--- config.mk ---
export PLATFORM = sky130hd
export DESIGN_NAME = dataloop_sequencer
export DESIGN_NICKNAME = d
export VERILOG_FILES = /design/src/rtl/dataloop_seq_pkg.sv /design/src/rtl/dataloop_decode.sv /design/src/rtl/dataloop_sequencer.sv
export SDC_FILE = /design/constraint.sdc
export NUM_CORES = 1
export LEC_CHECK = 0
export CAP_MARGIN = 10
export CORE_MARGIN = 10
export CORE_UTILIZATION = 47
export CTS_BUF_LIST = sky130_fd_sc_hd__clkbuf_2
export DETAILED_ROUTE_END_ITERATION = 8
export PLACE_DENSITY = 0.87
export SLEW_MARGIN = 20
export SYNTH_ARGS = -nofsm -noshare
export SYNTH_HDL_FRONTEND = slang
export SYNTH_HIERARCHICAL = 1
export SYNTH_SLANG_ARGS = --single-unit
--- constraint.sdc ---
create_clock -name clk -period 3.1 [get_ports clk]
set_input_delay 0.31 -clock clk [delete_from_list [all_inputs] [get_ports clk]]
set_output_delay 0.31 -clock clk [all_outputs]
set_load 0.005 [all_outputs]
--- src/rtl/dataloop_seq_pkg.sv ---
// Shared types for the data-loop sequencer: opcodes, FSM states, loop control bundle
// and instruction field placement helpers.
package dataloop_seq_pkg;

  localparam int unsigned OpWidth = 4;
  // Register fields sit above the immediate in this order (index * AW above BitWidth)
  localparam int unsigned RbField = 0;
  localparam int unsigned RaField = 1;
  localparam int unsigned RdField = 2;

  typedef enum logic [3:0] {
    OP_NOP  = 4'd0,
    OP_ADD  = 4'd1,
    OP_SUB  = 4'd2,
    OP_ADDI = 4'd3,
    OP_OR   = 4'd4,
    OP_ORN  = 4'd5,
    OP_CMP  = 4'd6,
    OP_SHL  = 4'd7,
    OP_SHR  = 4'd8,
    OP_ROL  = 4'd9,
    OP_LD   = 4'd10,
    OP_ST   = 4'd11,
    OP_LI   = 4'd12
  } opcode_e;

  typedef enum logic [2:0] {
    IDLE    = 3'd0,
    EXEC    = 3'd1,
    LS_ADDR = 3'd2,
    MEM     = 3'd3,
    LD_WB   = 3'd4
  } state_e;

  typedef struct packed {
    logic EnA;
    logic EnB;
    logic InvA;
    logic InvB;
    logic cIn;
    logic ImmEnB;
    logic ORen;
    logic ShiftEn;
    logic ShiftByA;
    logic ShiftLeft;
    logic ShiftRotateEnable;
    logic RegWriteEn;
    logic OutputOverrideEnable;
    logic clk_en;
  } dl_ctrl_t;

  function automatic int unsigned fieldLsb(input int unsigned field, input int unsigned aw,
                                           input int unsigned bw);
    return bw + field * aw;
  endfunction

endpackage

--- src/rtl/dataloop_decode.sv ---
// Combinational opcode decode: loop control bits plus legal / writes / setsFlags.
module dataloop_decode
  import dataloop_seq_pkg::*;
#(
  parameter int unsigned ShifterEnabled = 0
) (
  input  logic [OpWidth-1:0] op,
  output dl_ctrl_t           ctrl,
  output logic               legal,
  output logic               writes,
  output logic               setsFlags
);

  always_comb begin
    ctrl        = '0;
    ctrl.clk_en = 1'b1;
    legal       = 1'b1;
    writes      = 1'b0;
    setsFlags   = 1'b0;
    case (op)
      OP_NOP: ;
      OP_ADD: begin
        ctrl.EnA = 1'b1; ctrl.EnB = 1'b1;
        writes = 1'b1; setsFlags = 1'b1;
      end
      OP_SUB, OP_CMP: begin
        ctrl.EnA = 1'b1; ctrl.EnB = 1'b1; ctrl.InvB = 1'b1; ctrl.cIn = 1'b1;
        writes = (op == OP_SUB); setsFlags = 1'b1;
      end
      OP_ADDI: begin
        ctrl.EnA = 1'b1; ctrl.ImmEnB = 1'b1;
        writes = 1'b1; setsFlags = 1'b1;
      end
      OP_OR: begin
        ctrl.EnA = 1'b1; ctrl.EnB = 1'b1; ctrl.ORen = 1'b1;
        writes = 1'b1; setsFlags = 1'b1;
      end
      OP_ORN: begin
        ctrl.EnA = 1'b1; ctrl.EnB = 1'b1; ctrl.InvA = 1'b1; ctrl.InvB = 1'b1; ctrl.ORen = 1'b1;
        writes = 1'b1; setsFlags = 1'b1;
      end
      // Shift amount always comes from the immediate (ShiftByA stays 0)
      OP_SHL, OP_SHR, OP_ROL: begin
        if (ShifterEnabled != 0) begin
          ctrl.EnB = 1'b1; ctrl.ShiftEn = 1'b1;
          ctrl.ShiftLeft = (op != OP_SHR);
          ctrl.ShiftRotateEnable = (op == OP_ROL);
          writes = 1'b1;
        end else begin
          legal = 1'b0;
        end
      end
      OP_LD, OP_ST: ;
      OP_LI: begin
        ctrl.OutputOverrideEnable = 1'b1;
        writes = 1'b1;
      end
      default: legal = 1'b0;
    endcase
    ctrl.RegWriteEn = writes;
  end

endmodule

--- src/rtl/dataloop_sequencer.sv ---
// Instruction sequencer driving the dual-read RCA data loop, with a req/ack memory port.
// Optional DLSEQ_PERF_CNT_EN adds retired_cnt / stall_cnt performance counters.
module dataloop_sequencer
  import dataloop_seq_pkg::*;
#(
  parameter int unsigned BitWidth       = 8,
  parameter int unsigned RegisterCount  = 16,
  parameter int unsigned ZRenabled      = 0,
  parameter int unsigned ShifterEnabled = 0,
  localparam int unsigned AW            = $clog2(RegisterCount),
  localparam int unsigned InstrWidth    = OpWidth + 3 * AW + BitWidth
) (
  input  logic                  clk,
  input  logic                  rst,
  input  logic                  instr_valid,
  output logic                  instr_ready,
  input  logic [InstrWidth-1:0] instr,
  output dl_ctrl_t              dl_ctrl,
  output logic [AW-1:0]         dl_regA,
  output logic [AW-1:0]         dl_regB,
  output logic [AW-1:0]         dl_regC,
  output logic [BitWidth-1:0]   dl_imm,
  output logic [BitWidth-1:0]   dl_ovr,
  input  logic [BitWidth-1:0]   dl_alu_out,
  input  logic [BitWidth-1:0]   dl_doutb,
  input  logic                  dl_cout,
  input  logic                  dl_zero,
  input  logic                  dl_ovf,
  output logic                  mem_req,
  output logic                  mem_we,
  output logic [BitWidth-1:0]   mem_addr,
  output logic [BitWidth-1:0]   mem_wdata,
  input  logic                  mem_ack,
  input  logic [BitWidth-1:0]   mem_rdata,
  output logic [2:0]            flags,
  output logic                  illegal_op
`ifdef DLSEQ_PERF_CNT_EN
  ,
  output logic [31:0]           retired_cnt,
  output logic [31:0]           stall_cnt
`endif
);

  localparam int unsigned RbLsb = fieldLsb(RbField, AW, BitWidth);
  localparam int unsigned RaLsb = fieldLsb(RaField, AW, BitWidth);
  localparam int unsigned RdLsb = fieldLsb(RdField, AW, BitWidth);
  localparam int unsigned OpLsb = BitWidth + 3 * AW;

  state_e                  state, nextState;
  logic [InstrWidth-1:0]   ir;
  logic [BitWidth-1:0]     ldData;
  logic [OpWidth-1:0]      irOp, newOp;
  logic [AW-1:0]           irRd, irRa, irRb;
  logic [BitWidth-1:0]     irImm;
  logic                    take, irIsSt, rdKeep;
  dl_ctrl_t                decCtrl;
  logic                    decLegal, decWrites, decSetsFlags;

  assign irOp   = ir[OpLsb +: OpWidth];
  assign irRd   = ir[RdLsb +: AW];
  assign irRa   = ir[RaLsb +: AW];
  assign irRb   = ir[RbLsb +: AW];
  assign irImm  = ir[BitWidth-1:0];
  assign newOp  = instr[OpLsb +: OpWidth];
  assign take   = instr_valid & instr_ready;
  assign irIsSt = (irOp == OP_ST);
  // r0 stays zero when ZRenabled: suppress every write that targets it
  assign rdKeep = (ZRenabled == 0) || (irRd != '0);

  dataloop_decode #(.ShifterEnabled(ShifterEnabled)) u_decode (
    .op        (irOp),
    .ctrl      (decCtrl),
    .legal     (decLegal),
    .writes    (decWrites),
    .setsFlags (decSetsFlags)
  );

  // State register
  always_ff @(posedge clk or posedge rst) begin
    if (rst) state <= IDLE;
    else     state <= nextState;
  end

  // Next-state logic
  always_comb begin
    nextState = state;
    case (state)
      IDLE, EXEC: begin
        if (take) nextState = (newOp == OP_LD || newOp == OP_ST) ? LS_ADDR : EXEC;
        else      nextState = IDLE;
      end
      LS_ADDR: nextState = MEM;
      MEM:     if (mem_ack) nextState = irIsSt ? IDLE : LD_WB;
      LD_WB:   nextState = IDLE;
      default: nextState = IDLE;
    endcase
  end

  // Output decode from state and IR
  always_comb begin
    dl_ctrl        = '0;
    dl_ctrl.clk_en = 1'b1;
    dl_regA        = '0;
    dl_regB        = '0;
    dl_regC        = '0;
    dl_imm         = '0;
    dl_ovr         = '0;
    mem_req        = 1'b0;
    mem_we         = 1'b0;
    illegal_op     = 1'b0;
    instr_ready    = 1'b0;
    case (state)
      IDLE: instr_ready = 1'b1;
      EXEC: begin
        instr_ready = 1'b1;
        if (decLegal) begin
          dl_ctrl            = decCtrl;
          dl_ctrl.RegWriteEn = decWrites & rdKeep;
          dl_regA            = irRa;
          dl_regB            = irRb;
          dl_regC            = irRd;
          dl_imm             = irImm;
          if (irOp == OP_LI) dl_ovr = irImm;
        end else begin
          illegal_op = 1'b1;
        end
      end
      LS_ADDR: begin
        dl_ctrl.EnA    = 1'b1;
        dl_ctrl.ImmEnB = 1'b1;
        dl_regA        = irRa;
        dl_imm         = irImm;
        if (irIsSt) begin
          dl_ctrl.EnB = 1'b1;
          dl_regB     = irRb;
        end
      end
      MEM: begin
        mem_req = 1'b1;
        mem_we  = irIsSt;
      end
      LD_WB: begin
        dl_ctrl.OutputOverrideEnable = 1'b1;
        dl_ctrl.RegWriteEn           = rdKeep;
        dl_regC                      = irRd;
        dl_ovr                       = ldData;
      end
      default: ;
    endcase
  end

  // Datapath registers: IR, flags, memory address/data, load capture
  always_ff @(posedge clk or posedge rst) begin
    if (rst) begin
      ir        <= '0;
      ldData    <= '0;
      mem_addr  <= '0;
      mem_wdata <= '0;
      flags     <= '0;
    end else begin
      if (take) ir <= instr;
      if (state == EXEC && decLegal && decSetsFlags) flags <= {dl_cout, dl_zero, dl_ovf};
      if (state == LS_ADDR) begin
        mem_addr <= dl_alu_out;
        if (irIsSt) mem_wdata <= dl_doutb;
      end
      if (state == MEM && mem_ack && !irIsSt) ldData <= mem_rdata;
    end
  end

`ifdef DLSEQ_PERF_CNT_EN
  logic retire;
  assign retire = (state == EXEC && decLegal) || (state == MEM && mem_ack && irIsSt) ||
                  (state == LD_WB);

  // Free-running wrap-around performance counters
  always_ff @(posedge clk or posedge rst) begin
    if (rst) begin
      retired_cnt <= '0;
      stall_cnt   <= '0;
    end else begin
      if (retire) retired_cnt <= retired_cnt + 32'd1;
      if (state == MEM && !mem_ack) stall_cnt <= stall_cnt + 32'd1;
    end
  end
`endif

endmodule

==> results of run 1 <==
==> final timing paths <==
kind	startpoint	endpoint	slack, ps
max	ir[22]	dl_ovr[2]	100
min	rst	ir[2]	230
max reg2reg	ir[22]	flags[1]	1120
min reg2reg	ir[14]	ir[14]	540
max in group asynchronous	rst	mem_wdata[6]	2220
min in group clk	instr[7]	ir[7]	450
==> cells in the final DEF (no fill, tap or decap), types with 2 or more instances in the layout <==
cell and instances:
nor3_1 2, nor3b_1 5, o21ai_0 2, clkinv_1 2
conb_1 5, nor2_1 4, dfrtp_1 52, clkbuf_2 5
nand2b_1 4, dfrtp_2 2, a22o_1 8, clkdlybuf4s50_1 109
mux2_2 51, nand2_1 6, o21a_1 5, and2_1 25
a21oi_1 3, buf_4 12, nor2_2 2, nand3b_1 5
dlymetal6s2s_1 5
==> per-stage QoR <==
step	util	hold WS, ps	setup WS (ps)
final	0.723	234	103
after global routing	0.723	258	-9.90
after CTS	0.713	239	1.30
after detailed placement	0.702	488	262
after global placement	0.702	482	440
after floorplan	-	443	1100
==> sequential cells by signal, indices dropped and copies added, names as in the netlist <==
register,flops
mem_wdata,8
mem_addr,8
ir,24
state,3
ldData,8
flags,3
==> final cells by class <==
cell class	count	area [um^2]
tap	72	90.1
inverter	2	7.51
fill	398	1530
timing repair buffer	127	1250
multi-input combinational	146	1230
sequential	54	1350
clock inverter	3	16.3
clock buffer	5	25.0
==> layer usage <==
layer,vias to the layer above,part of all wire,wire length (um)
li1,988,-,-
met1,994,0.39,2860
met2,77,0.49,3640
met3,11,0.10,766
met4,0,0.019,140
met5,-,0,0
==> timing repair <==
item | 4_1_cts | 5_1_grt
gates cloned | 0 | 0
gates resized for setup | 1 | 11
endpoints found under the setup margin | 22 | 22
hold buffers | 0 | 0
pin swaps | 0 | 2
setup buffers | 2 | 2
==> report_power, final <==
| part | switching (mW) | internal, mW | total (mW) |
|---|---|---|---|
| clock network | 0.219 | 0.0524 | 0.271 |
| registers | 0.169 | 0.978 | 1.15 |
| logic | 0.502 | 0.901 | 1.40 |
| total | 0.890 | 1.93 | 2.82 |
==> results.sh, run 1 <==
export IMPL_ys_warn_count=6
export IMPL_cpMaxStageDelayCell="dfrtp_2"
export IMPL_io_buffers=114
export IMPL_max_stage_delay_ps=510
export IMPL_antenna_left=0
export IMPL_min_path_type="input pin to async pin"
export IMPL_finalNetCount=391
export IMPL_grt_util_all_layers=0.160
export IMPL_stdcell_count=409
export IMPL_netlist_area_um2=2680
export IMPL_syn_area_per_cell_um2=12.4
export IMPL_drv_slew=0
export IMPL_worst_pin_slew_ps=653
export IMPL_via_count=2070
export IMPL_grt_pass1_wl_um=11300
export IMPL_setup_tns_ps=0
export IMPL_ir_drop_v=0.000385
export IMPL_grt_overflow=0
export IMPL_place_congestion=0.840
export IMPL_cp_required_ps=2790
export IMPL_wl_per_cell_um=18.1
export IMPL_dieArea_um2=9130
export IMPL_reg2reg_depth=7
export IMPL_crit_family="buffers and inverters"
export IMPL_cts_tree="built"
export IMPL_power_mw=2.82
export IMPL_grt_max_degree=32
export IMPL_num_antenna_cells=0
export IMPL_stdcell_area_um2=3980
export IMPL_clk_latency_ps=440
export IMPL_firstDrtPassIters=4
export IMPL_hold_violations=0
export IMPL_start_kind="register"
export IMPL_grt_busiest_layer="met2"
export IMPL_met1_usage=0.178
export IMPL_clk_pin_slew_worst_paths_ps=260
export IMPL_antenna_found_initial=0
export IMPL_grt_pass1_vias=2157
export IMPL_die_x_um=95.5
export IMPL_end_kind="primary output"
export IMPL_p_leak_nw=1.73
export IMPL_place_inst=397
export IMPL_cts_max_path_buffers=2
export IMPL_path_max_fanout=6
export IMPL_drt_iter0_drc=70
export IMPL_gr_usage_met3=0.0652
export IMPL_clock_sinks=54
export IMPL_critical_path_class="register to primary output"
export IMPL_crit_top_cell="buf_4"
export IMPL_post_dp_cell_area_um2=3870
export IMPL_layout_drive_gt1_share=0.243
export IMPL_cellPowerDensity_nw_per_um2=709
export IMPL_dp_hpwl_um=5750
export IMPL_path_cells="buf_4, inv_1, a211o_1, and4bb_2, nor4b_4, buf_4, a22o_1, clkdlybuf4s50_1"
export IMPL_core_um2=5510
export IMPL_remaining_drc_errors=0
export IMPL_slew_headroom=0.564
export IMPL_path_buf_inv=4
export IMPL_finalCritPeriodShare=0.967
export IMPL_cts_htree_levels=2
export IMPL_area_growth_pct=48.4
export IMPL_cts_buffers=5
export IMPL_synthCells=216
export IMPL_min_period_ps=3000
export IMPL_use_met2=0.270
export IMPL_io_pins=120
export IMPL_setup_viol=0
export IMPL_drt_wl_total_um=7400
export IMPL_run_status="complete, no violations"
export IMPL_dieHeight_um=95.5
export IMPL_fmax_mhz=334
export IMPL_initial_core_util=0.487
export IMPL_rows=27
export IMPL_crit_cells=8
export IMPL_arrival_ps=2690
export IMPL_drv_cap=0
export IMPL_cts_root_buf="clkbuf_2"
export IMPL_fin_skew_ps=8.59
export IMPL_drt_vias_per_instance=5.06
(Power assumes the default switching activity.)
==> run 2: changes to the inputs <==
--- a/config.mk
+++ b/config.mk
@@ -7,10 +7,11 @@
 export LEC_CHECK = 0
 export CAP_MARGIN = 10
 export CORE_MARGIN = 10
-export CORE_UTILIZATION = 47
+export CORE_UTILIZATION = 48
 export CTS_BUF_LIST = sky130_fd_sc_hd__clkbuf_2
 export DETAILED_ROUTE_END_ITERATION = 8
-export PLACE_DENSITY = 0.87
+export DONT_BUFFER_PORTS = 1
+export PLACE_DENSITY = 0.61
 export SLEW_MARGIN = 20
 export SYNTH_ARGS = -nofsm -noshare
 export SYNTH_HDL_FRONTEND = slang
==> run 2 against run 1 <==
Effect of this change: hold slack worse by 200 ps; maximum frequency is 3.6% higher; clock power is 8.1% lower; global-route usage is 2.4 points lower; cell count is 22% lower; largest power group is now registers.
==> results.sh, run 2 (synthesis gave the netlist of run 1 again) <==
export IMPL_multiInputGateArea_um2=1210
export IMPL_regMostFlops="ir"
export IMPL_cts_htree_levels=2
export IMPL_num_antenna_cells=0
export IMPL_place_congestion=0.808
export IMPL_grt_util_all_layers=0.136
export IMPL_grt_overflow=0
export IMPL_antenna_found_initial=0
export IMPL_end_kind="primary output"
export IMPL_rsz0062_at_grt="no"
export IMPL_stdcell_count=318
export IMPL_ir_drop_v=0.000409
export IMPL_clk_pin_slew_worst_paths_ps=220
export IMPL_hold_violations=0
export IMPL_swShare=0.352
export IMPL_min_period_ps=2890
export IMPL_cts_max_path_buffers=2
export IMPL_cpMaxStageDelayCell="dfrtp_1"
export IMPL_clock_sinks=54
export IMPL_min_path_cells=1
export IMPL_stdcell_area_um2=3050
export IMPL_r2r_setup_slack_ps=960
export IMPL_pwr_share_clk=0.111
export IMPL_dp_hpwl_um=5070
export IMPL_slew_headroom=0.408
export IMPL_worst_pin_slew_ps=887
export IMPL_start_kind="register"
export IMPL_seqPwrFrac=0.550
export IMPL_finalNetCount=300
export IMPL_pwr_share_comb=0.339
export IMPL_io_pins=120
export IMPL_cts_root_buf="clkbuf_2"
export IMPL_dieHeight_um=94.7
export IMPL_grt_pass1_wl_um=9430
export IMPL_firstDrtPassIters=6
export IMPL_crit_family="simple AND/OR/NAND/NOR gates"
export IMPL_layout_commonest_cell="dfrtp_1"
export IMPL_post_dp_cell_area_um2=2670
export IMPL_grt_pass1_vias=1727
export IMPL_clk_latency_ps=420
export IMPL_critical_path_class="register to primary output"
export IMPL_regArea_um2=1350
export IMPL_drt_wl_total_um=6660
export IMPL_via_count=1734
export IMPL_arrival_ps=2580
export IMPL_path_buf_inv=1
export IMPL_internal_power_mw=1.45
export IMPL_setup_viol=0
export IMPL_grt_max_degree=55
export IMPL_largest_reg_flops=24
export IMPL_power_mw=2.24
export IMPL_r2r_start="ir[21]"
export IMPL_reg2reg_depth=6
export IMPL_min_from="instr[22]"
export IMPL_wl_per_cell_um=20.9
export IMPL_drv_slew=0
export IMPL_fillers=484
export IMPL_p_leak_nw=1.30
export IMPL_cts_buffers=5
export IMPL_io_buffers=0
export IMPL_core_um2=5470
export IMPL_cts_tree="built"
export IMPL_layout_common_cells="dfrtp_1, mux2_2, dlygate4sd3_1"
export IMPL_area_growth_pct=13.8
export IMPL_path_cells="nand2b_1, a21oi_1, a211o_1, and4bb_2, nor4b_4, buf_4, a22o_1"
export IMPL_remaining_drc_errors=0
export IMPL_die_x_um=94.7
export IMPL_r2r_end="flags[1]"
export IMPL_cellPowerDensity_nw_per_um2=734
export IMPL_min_to="ir[22]"
export IMPL_drv_cap=0
export IMPL_drt_vias_per_instance=5.45
export IMPL_max_stage_delay_ps=590
export IMPL_p_switching_uw=788
export IMPL_path_max_fanout=14
export IMPL_drt_iter0_drc=43
export IMPL_postLayoutCoreUtil=0.558
export IMPL_finalCritPeriodShare=0.933
export IMPL_setup_tns_ps=0
export IMPL_layout_drive_gt1_share=0.276
export IMPL_initial_core_util=0.490
export IMPL_run_status="complete, no violations"
export IMPL_place_inst=276
export IMPL_fin_skew_ps=15.4
export IMPL_antenna_left=0
export IMPL_rows=27
export IMPL_fmax_mhz=346
export IMPL_dieArea_um2=8980
export IMPL_min_path_type="input pin to register"
export IMPL_cp_required_ps=2790
## run 2: changes by cell type in the layout (fill, tap and decap cells not counted), moves of 2 or more
cell             before  now
dlymetal6s2s_1        5    0
clkinv_2              0    2
dlygate4sd3_1         0   33
dfrtp_2               2    0
buf_4                12    3
dfrtp_1              52   54
a21oi_1               3    5
clkdlybuf4s50_1     109    0
## run 2: cell type report
class,count,share of cell area
multi-input cells,146,0.396
inverters,2,0.00287
flip-flops and latches,54,0.443
repair buffers,36,0.116
clock inverters,2,0.00287
well taps,72,0.0295
clock buffers,6,0.00984
## run 2: how the worst max path moves through the flow
stage | from | to | slack, ps | cells after the start
floorplan | ir[21] | dl_ovr[0] | 1100 | 6
global placement | ir[21] | dl_ovr[1] | 620 | 6
detailed placement | ir[21] | dl_ovr[6] | 540 | 6
CTS | ir[21] | dl_ovr[1] | 40 | 6
global route | ir[21] | dl_ovr[1] | 2 | 7
finish | ir[21] | dl_ovr[1] | 210 | 7
## run 2: power by group through the flow
stage                     clock network (mW)  registers (mW)  logic, mW
final                                  0.249            1.23      0.761
after detailed placement                   0            1.25      0.737
after global routing                   0.285            1.27      0.844
after CTS                              0.261            1.23      0.744
after global placement                     0            1.23      0.698
after floorplan                            0            1.14      0.676
## run 2: what timing repair did
item                                   in CTS  in global routing
buffers inserted                            0                  1
endpoints found under the hold margin       7                 79
hold buffers                                7                 26
gates resized for setup                     0                  0
setup endpoints to repair                   0                  8
## run 2: through the flow
step	hold WS (ps)	worst slack, ps
detailed placement	457	536
global placement	452	624
floorplan	443	1100
finish	34.6	208
CTS	2.55	37.4
global route	0.465	1.87
## run 2: per-layer routing
metal	GRT usage	share of wire	up-vias
li1	-	-	802
met1	0.138	0.36	848
met2	0.239	0.53	77
met3	0.0706	0.095	7
met4	0.0399	0.015	0
met5	0	0	-
